**config.mk**
```make
export PLATFORM = sky130hd
export DESIGN_NAME = inst_buffer
export DESIGN_NICKNAME = d
export VERILOG_FILES = /design/src/rtl/inst_buffer.sv
export SDC_FILE = /design/constraint.sdc
export NUM_CORES = 2
export LEC_CHECK = 0
export CAP_MARGIN = 20
export CORE_MARGIN = 2
export CORE_UTILIZATION = 30
export CTS_CLUSTER_DIAMETER = 200
export DETAILED_ROUTE_END_ITERATION = 16
export DONT_BUFFER_PORTS = 1
export PLACE_DENSITY = 0.43
export SKIP_LAST_GASP = 1
export SLEW_MARGIN = 15
export SYNTH_ARGS = -nofsm -noshare
export SYNTH_HDL_FRONTEND = slang
export SYNTH_SLANG_ARGS = --single-unit
```
**constraint.sdc**
```tcl
create_clock -name clock -period 5 [get_ports clock]
set_input_delay 1.25 -clock clock [delete_from_list [all_inputs] [get_ports clock]]
set_output_delay 1.25 -clock clock [all_outputs]
set_load 0.005 [all_outputs]
```
**src/rtl/inst_buffer.sv**
```systemverilog
// inst_buffer: multi-way circular instruction FIFO between fetch and id_stage.
//
// Each cycle up to WAY_NUM fetched instructions (with their branch-prediction
// packets) are written at the tail. The oldest WAY_NUM entries are shown to
// id_stage in program order. Dispatch consumes 0..WAY_NUM of them.
//
// Ports:
//   clock                 rising-edge clock
//   reset                 asynchronous, active-low reset
//   flush_i               redirect flush; empties the buffer at the next edge
//   inst_buffer_packet_i  WAY_NUM fetch slots; valid bits contiguous from slot 0
//   dispatch_num_i        number of entries consumed this cycle (clamped to occupancy)
//   inst_buffer_packet_o  oldest entries; slot i is the i-th oldest, zero when empty
//   out_valid_o           slot i valid when occupancy > i
//   fetch_stall_o         fetch group refused this cycle; fetch must hold it
//   count_o               current occupancy

package inst_buffer_pkg;

    typedef struct packed {
        logic        valid;
        logic [31:0] inst;
        logic [31:0] PC;
        logic [31:0] NPC;
    } IF_ID_PACKET;

    typedef struct packed {
        logic        taken;
        logic [31:0] target;
    } BP_PACKET;

    typedef struct packed {
        IF_ID_PACKET if_id_packet;
        BP_PACKET    bp_packet;
    } INST_BUFFER_PACKET;

endpackage

module inst_buffer
    import inst_buffer_pkg::*;
#(
    parameter int WAY_NUM = 3,
    parameter int DEPTH   = 8,
    parameter int CNT_W   = $clog2(DEPTH + 1)
) (
    input  logic                                 clock,
    input  logic                                 reset,
    input  logic                                 flush_i,
    input  INST_BUFFER_PACKET [WAY_NUM-1:0]      inst_buffer_packet_i,
    input  logic [$clog2(WAY_NUM+1)-1:0]         dispatch_num_i,
    output INST_BUFFER_PACKET [WAY_NUM-1:0]      inst_buffer_packet_o,
    output logic [WAY_NUM-1:0]                   out_valid_o,
    output logic                                 fetch_stall_o,
    output logic [CNT_W-1:0]                     count_o
);

    localparam int PTR_W = $clog2(DEPTH);
    localparam int IN_W  = $clog2(WAY_NUM + 1);

    // Storage is kept in flops: the read side is combinational and reset has
    // to clear every valid bit asynchronously.
    INST_BUFFER_PACKET mem_reg [DEPTH];

    logic [PTR_W-1:0] head_reg, head_next;
    logic [PTR_W-1:0] tail_reg, tail_next;
    logic [CNT_W-1:0] count_reg, count_next;

    logic [WAY_NUM-1:0] prefix_valid;
    logic [WAY_NUM-1:0] slot_we;
    logic [PTR_W-1:0]   wr_idx [WAY_NUM];
    logic [PTR_W-1:0]   rd_idx [WAY_NUM];
    logic [IN_W-1:0]    in_num;
    logic [IN_W-1:0]    enq_num;
    logic [CNT_W-1:0]   free_cnt;
    logic [CNT_W-1:0]   deq_num;
    logic               accept;
    logic               enq_go;

    logic               wr_en   [DEPTH];
    INST_BUFFER_PACKET  wr_data [DEPTH];

    // Only the run of valid slots starting at slot 0 counts; anything after
    // the first hole is dropped.
    genvar gi;
    generate
        for (gi = 0; gi < WAY_NUM; gi++) begin : g_slot
            if (gi == 0) begin : g_first
                assign prefix_valid[gi] = inst_buffer_packet_i[gi].if_id_packet.valid;
            end else begin : g_rest
                assign prefix_valid[gi] = prefix_valid[gi-1]
                                        & inst_buffer_packet_i[gi].if_id_packet.valid;
            end
            assign slot_we[gi] = prefix_valid[gi] & enq_go;
            assign wr_idx[gi]  = tail_reg + PTR_W'(gi);
            assign rd_idx[gi]  = head_reg + PTR_W'(gi);

            assign out_valid_o[gi]          = count_reg > CNT_W'(gi);
            assign inst_buffer_packet_o[gi] = out_valid_o[gi] ? mem_reg[rd_idx[gi]] : '0;
        end
    endgenerate

    always_comb begin
        in_num = '0;
        for (int s = 0; s < WAY_NUM; s++) begin
            in_num = in_num + IN_W'(prefix_valid[s]);
        end
    end

    // Acceptance looks only at start-of-cycle free space; a same-cycle
    // dequeue is deliberately not credited, which keeps count <= DEPTH.
    assign free_cnt      = CNT_W'(DEPTH) - count_reg;
    assign accept        = free_cnt >= CNT_W'(in_num);
    assign enq_go        = accept & ~flush_i;
    assign enq_num       = enq_go ? in_num : '0;
    assign fetch_stall_o = ~flush_i & (in_num != '0) & ~accept;

    // Over-requests are clamped to what is actually stored.
    assign deq_num = (CNT_W'(dispatch_num_i) > count_reg) ? count_reg
                                                          : CNT_W'(dispatch_num_i);

    assign head_next  = head_reg + PTR_W'(deq_num);
    assign tail_next  = tail_reg + PTR_W'(enq_num);
    assign count_next = count_reg + CNT_W'(enq_num) - deq_num;
    assign count_o    = count_reg;

    // Steer each fetch slot to its ring position; at most one slot can hit a
    // given entry because WAY_NUM <= DEPTH.
    always_comb begin
        for (int e = 0; e < DEPTH; e++) begin
            wr_en[e]   = 1'b0;
            wr_data[e] = '0;
        end
        for (int s = 0; s < WAY_NUM; s++) begin
            for (int e = 0; e < DEPTH; e++) begin
                if (slot_we[s] && (wr_idx[s] == PTR_W'(e))) begin
                    wr_en[e]   = 1'b1;
                    wr_data[e] = inst_buffer_packet_i[s];
                end
            end
        end
    end

    always_ff @(posedge clock or negedge reset) begin
        if (!reset) begin
            for (int e = 0; e < DEPTH; e++) begin
                mem_reg[e] <= '0;
            end
        end else if (flush_i) begin
            for (int e = 0; e < DEPTH; e++) begin
                mem_reg[e].if_id_packet.valid <= 1'b0;
            end
        end else begin
            for (int e = 0; e < DEPTH; e++) begin
                if (wr_en[e]) begin
                    mem_reg[e] <= wr_data[e];
                end
            end
        end
    end

    always_ff @(posedge clock or negedge reset) begin
        if (!reset) begin
            head_reg  <= '0;
            tail_reg  <= '0;
            count_reg <= '0;
        end else if (flush_i) begin
            head_reg  <= '0;
            tail_reg  <= '0;
            count_reg <= '0;
        end else begin
            head_reg  <= head_next;
            tail_reg  <= tail_next;
            count_reg <= count_next;
        end
    end

endmodule

```
Word-level counts from Yosys, hierarchy flattened
Index checks and enable logic that the tools add are counted.

Add/sub/neg operators: 11. $lt $le $gt $ge: 8. Equal/unequal tests: 21. Bitwise logic cells: 13. Mux-type cells: 81. Reductions and logical operators: 44.

Operators by type and width (count): 130-bit 2-to-1 mux (41); 130-bit binary-select mux with 3-bit select (3); 3-bit == test, second input constant (12); 1-bit 2-to-1 mux (32); 1-bit logical AND (24); 3-bit by 2-bit == test with 1-bit output, second input constant (6); 2-bit nonzero test (9); 2-bit AND reduction (8); 4-bit >= comparator, second input constant (3); 3-bit inverter with 4-bit output (3); 3-bit by 1-bit == test with 1-bit output, second input constant (3); 3-bit zero test (3); 1-bit bitwise AND (8); 4-bit by 1-bit greater-than comparator with 1-bit output, second input constant (2); 4-bit 2-to-1 mux (2); 3-bit by 1-bit adder with 3-bit output, second input constant (2); 3-bit by 2-bit adder with 3-bit output, second input constant (2); 3-bit 2-to-1 mux (2); 4-bit by 2-bit adder with 4-bit output (1); 4-bit by 2-bit >= comparator with 1-bit output (1); 2-bit by 4-bit greater-than comparator with 1-bit output (1); 4-bit by 2-bit greater-than comparator with 1-bit output, second input constant (1); 4-bit subtractor (1); 4-bit subtractor, first input constant (1); other kinds (6) (7).

Input bits: 395. Output and inout bits: 398. Bits in registers: 1050.

Logic depth before layout (Yosys ltp)
Depth in word-level cells: 12. Gate-level depth with buffers: 18.

Worst setup path after synthesis
OpenSTA, ideal clock, no wires.

Kind: input to output. Start point: in inst_buffer_packet_i[389] in the netlist's numbering. End point: out fetch_stall_o. Arrival time: 3218 ps. Slack: 532 ps. Cell stages on the path: 11. Required time: 3750 ps. Path buffers: 4. Cells stage by stage: nand2b_1 and2_1 ha_1 nor2b_1 o211a_1 buf_2 nand2_1 buf_2 clkbuf_1 clkbuf_1 nor2_1.

Longest elaborated chain between the ends: 5.

RTL lines: from (decl) (line 49) `input INST_BUFFER_PACKET [WAY_NUM-1:0] inst_buffer_packet_i,`; 1-bit bitwise AND * (line 91) `& inst_buffer_packet_i[gi].if_id_packet.valid;`; 2-bit by 1-bit adder with 2-bit output * (line 105) `in_num = in_num + IN_W'(prefix_valid[s]);`; 4-bit by 2-bit >= comparator with 1-bit output or 2-bit nonzero test (tied branches) (line 112, 115); 1-bit inverter or 1-bit bitwise AND (tied branches) (line 115) `assign fetch_stall_o = ~flush_i & (in_num != '0) & ~accept;`; 1-bit bitwise AND * (line 115); to (decl) (line 53) `output logic fetch_stall_o,`.

Every way passes the cells marked *; elsewhere a longest branch is shown, timed or not.

==> results <==
- The run finished with clean final reports.
- The total area inside the core boundary comes to 257000 sq um.
- Sorting the synthesized cells by area gives the leading types as sky130_fd_sc_hd__dfrtp_1 (34%), sky130_fd_sc_hd__mux4_2 (20%), sky130_fd_sc_hd__nand2_1 (4.7%).
- The critical path data required time is 3750 ps.
- The sequential share of power is 25.7%.
- The highest fanout seen on the critical path is 26.
- After the first detailed-routing iteration, the DRC count stood at 11900.
- Derived from the worst setup path, the maximum achievable clock frequency is 202 MHz.
- The growth of design area from synthesis to finish is 11.4%.
- After legalization and detailed placement, the total HPWL measured between 200 and 300 mm.
- The total DRC errors in the routed layout is 0.
- In this run, synthesis produced a sequential element count of approximately 1100.
- The total number of H-tree levels is 4.
- The worst-case IR drop observed on VDD is between 0.5 and 0.6 mV.
- The routability congestion estimate from global placement is ~0.87.
- Of the available clock period, the critical path in the final layout requires around 100%.
- The clock network fraction of total power is 17.4%.
- Net switching is a little under half of the power.
- The flip-flop count of the largest register after layout is around 1000.
- The mean instance size in the synthesized netlist is ~9.8 sq um.
- The signal on the critical path passes through ha_4 -> buf_4 -> mux4_2 -> nand2_1 -> a21oi_1.
- The switching power summed over all nets is between 0.02 and 0.03 W.
- Across the run, the number of max-cap violations was 0.
- The number of search-and-repair iterations in the first detailed-routing pass is 6.
- The total count of hold-check failures in the final report is 0.
- The total nets after synthesis is between 8000 and 9000.
- The number of different library cells in the post-synthesis netlist is 75.
- The number of buffers added by the clock tree synthesis step is between 100 and 150.
- The power per standard cell area is 714 nW/um^2.
- Among all stages on the critical path, the largest delay is contributed by sky130_fd_sc_hd__ha_4.
- The most instantiated flip-flop cell in the synthesis netlist is sky130_fd_sc_hd__dfrtp_1.
- Clock-pin slew was measured on the worst setup and hold paths at ~60 ps.
- After floorplanning, the core was divided into 186 placement rows.
- The number of standard cells after synthesis is 7968.
- Cells with a size suffix above 1 make up between 20% and 30% of the layout.
- The count of pins on the block boundary is 793.
- Setup repair after global routing left no endpoint under its margin.
- No sink is reached through more buffers than the 3 on the longest clock path.
- The mapped cell area is between 70000 and 80000 sq um.
- For the pin with the worst max-slew slack, the measured transition is around 1300 ps.
- The combinational power share is a little under three fifths.
- In this run the tightest slew margin relative to its limit is 15.8%.
- STA classifies the critical path endpoint as a primary output.
- At the later pin of the worst-skew pair, clock insertion delay measures 850 ps.
- CTS placed an instance of sky130_fd_sc_hd__clkbuf_16 at the clock tree root.
- The kind of path behind the tightest hold check is primary input to async pin.
- The share of flip-flops with an asynchronous set or reset is 100%.
- The initial antenna violation count was 25.
- The number of vias after detailed routing is roughly 79000.
- The portion of synthesized cell area occupied by the leading cell type is 33.8%.
- For this run, the share of the core covered by cells in the final layout is between 30 and 40%.
- The number of global-route vias before repair is between 70000 and 80000.
- In this run the remaining antenna-violating nets after routing total 0.
- The number of port buffers is 0.
- The final layout contains approximately 7700 nets.
- The max-slew violation count is 0.
- The type of the setup path with the least slack is flip-flop to primary output.
- The shortest period the worst path allows is 4940 ps.
- Entering global routing, the biggest net connects about 210 pins.
- The accumulated negative setup slack is 0 ps.
- Summed over all layers, the routed wires come to between 500 and 600 mm.
- Of all cell types, the one taking the most synthesized area is sky130_fd_sc_hd__dfrtp_1.
- The die outline area is roughly 260000 sq um.
- Across the routed clock network, the largest skew measured is approximately 56 ps.
- STA classifies the critical path startpoint as a flip-flop.
- The setup check on the worst reg-to-reg path leaves a slack of approximately 980 ps.
- The reg-to-reg endpoint is mem_reg[841]$_DFFE_PN0P_.
- The arrival time of data at the critical path endpoint is between 3000 and 4000 ps.
- The number of synthesized flops with an enable pin is 0.
- Measured in cells, the most critical reg-to-reg path has a length of 8.
- The overall global routing resource usage is 36.9%.
- Once the floorplan was initialized, standard cells occupied 30.2% of the core.
- The routed length per instance is ~47 microns.
- The die boundary width is 513 microns.
- The worst register-to-register path begins at tail_reg[0]$_DFF_PN0_.
- For this run the aggregate overflow at the end of global routing stands at 0.
- The number of warnings printed during yosys synthesis is 0.
- The analysis attributes to cell leakage a power of approximately 32 nW.
- For this run, the register share of the synthesized area comes to 33.8%.
- The CTS tree is built.
- In this run, post-CTS hold repair placed 0 buffers.
- The internal power of the cells totals between 0.03 and 0.04 W.
- The detail-routed via count per cell is approximately 7.4.
- The final number of setup-violating endpoints is 0.
- Counting every sink on the clock net gives 1050.
- The biggest cell delay along the critical path is 830 ps.
- The global-route wire length before repair is 680 mm.
- The vertical die dimension is approximately 500 microns.
## through the flow
stage | setup WS, ps | cell area (sq um) | hold slack (ps) | instances | total power (W)
3_3_place_gp | 297 | 81700 | 485 | 10500 | 0.0494
3_5_place_dp | 307 | 81700 | 488 | 10500 | 0.0500
6_report | 56.9 | 86600 | 162 | 10700 | 0.0618
4_1_cts | 103 | 86400 | 105 | 10700 | 0.0608
2_1_floorplan | 532 | 77700 | 451 | 7968 | 0.0368
5_1_grt | 42.6 | 86500 | 126 | 10700 | 0.0638
## cell usage after synthesis (155+ instances only)
library cell	count
sky130_fd_sc_hd__a31oi_1	206
sky130_fd_sc_hd__dfrtp_1	1050
sky130_fd_sc_hd__mux4_2	706
sky130_fd_sc_hd__nor3_1	155
sky130_fd_sc_hd__o221a_2	225
sky130_fd_sc_hd__a22oi_1	265
sky130_fd_sc_hd__a21oi_1	327
sky130_fd_sc_hd__mux2i_1	260
sky130_fd_sc_hd__nor2_1	682
sky130_fd_sc_hd__o21ai_0	290
sky130_fd_sc_hd__nand3_1	357
sky130_fd_sc_hd__a221o_1	294
sky130_fd_sc_hd__o22ai_1	262
sky130_fd_sc_hd__buf_1	173
sky130_fd_sc_hd__nand2_1	975
sky130_fd_sc_hd__clkbuf_1	737
sky130_fd_sc_hd__a32oi_1	155
sky130_fd_sc_hd__buf_2	215
## how the worst max path moves through the flow
stage                                    startpoint                        end  slack (ps)  depth (start not counted)
after global placement    inst_buffer_packet_i[389]              fetch_stall_o         300                          9
after CTS                      count_o[3]$_DFF_PN0_  inst_buffer_packet_o[354]         100                          6
after detailed placement  inst_buffer_packet_i[389]              fetch_stall_o         310                          9
after floorplan           inst_buffer_packet_i[389]              fetch_stall_o         530                         11
after global routing          head_reg[0]$_DFF_PN0_   inst_buffer_packet_o[75]          40                          5
final                         head_reg[0]$_DFF_PN0_  inst_buffer_packet_o[162]          60                          5
## logic make-up (layout without fill, tap and decap cells)
kind of cell	Yosys count	after routing	synth area share (%)
AOI/OAI and AO/OA	2300	2300	22.2
DFF	1050	1050	33.8
muxes	966	966	23.8
xor gates and xnor gates	11	11	0.124
and+or+nand+nor	2405	2405	13.3
adders and majority gates	23	23	0.399
buffers and inverters	1213	590	6.35
other	0	20	0
## worst max-delay path: cells and delay by family, from the launching register on
kind            cells  cell delay [ps]
simple gates        1               50
compound gates      1              770
flops               1              610
fa+ha+maj           1              830
mux                 1              220
buf+inv             1              370
## routing by layer
metal	vias to the layer above	wire (microns)	GRT usage [%]
li1	29500	-	-
met1	41300	185000	45.8
met2	6835	214000	53.9
met3	1495	70900	15.1
met4	4	33600	20.9
met5	-	28	0
## area by class of cell
cell class / count / area [sq um]
Sequential cell: 1050 / 26300
Tap cell: 3384 / 4230
Timing Repair Buffer: 308 / 3810
Clock buffer: 198 / 4060
Multi-Input combinational cell: 5705 / 47400
Antenna cell: 20 / 50.0
Fill cell: 25900 / 171000
Inverter: 31 / 116
Clock inverter: 53 / 626
## power by group through the flow
| stage | logic [W] | registers [W] | clock network (W) |
|---|---|---|---|
| after floorplan | 0.0228 | 0.0140 | 0 |
| after global placement | 0.0337 | 0.0157 | 0 |
| after detailed placement | 0.0342 | 0.0158 | 0 |
| after CTS | 0.0343 | 0.0157 | 0.0108 |
| after global routing | 0.0364 | 0.0162 | 0.0112 |
| final | 0.0352 | 0.0159 | 0.0108 |
## cells in the final DEF, fill, tap and decap left out, drive strengths merged, types with 39 or more instances in the layout
cell and n:
clkbuf 198, a32o 39, a22o 98, a22oi 265
buf 308, nand3 357, a31oi 206, mux2i 260
a21oi 331, dfrtp 1050, or3 70, o22ai 264
inv 40, a221o 294, a32oi 155, nand2 976
nor3 159, nor2b 73, o221a 225, nor2 683
mux4 706, o21ai 300
## timing repair
item,4_1_cts,5_1_grt
setup endpoints to repair,10,0
resized for setup,2,0
setup buffers,5,0
No activity file was read; power rests on OpenSTA's default activity.
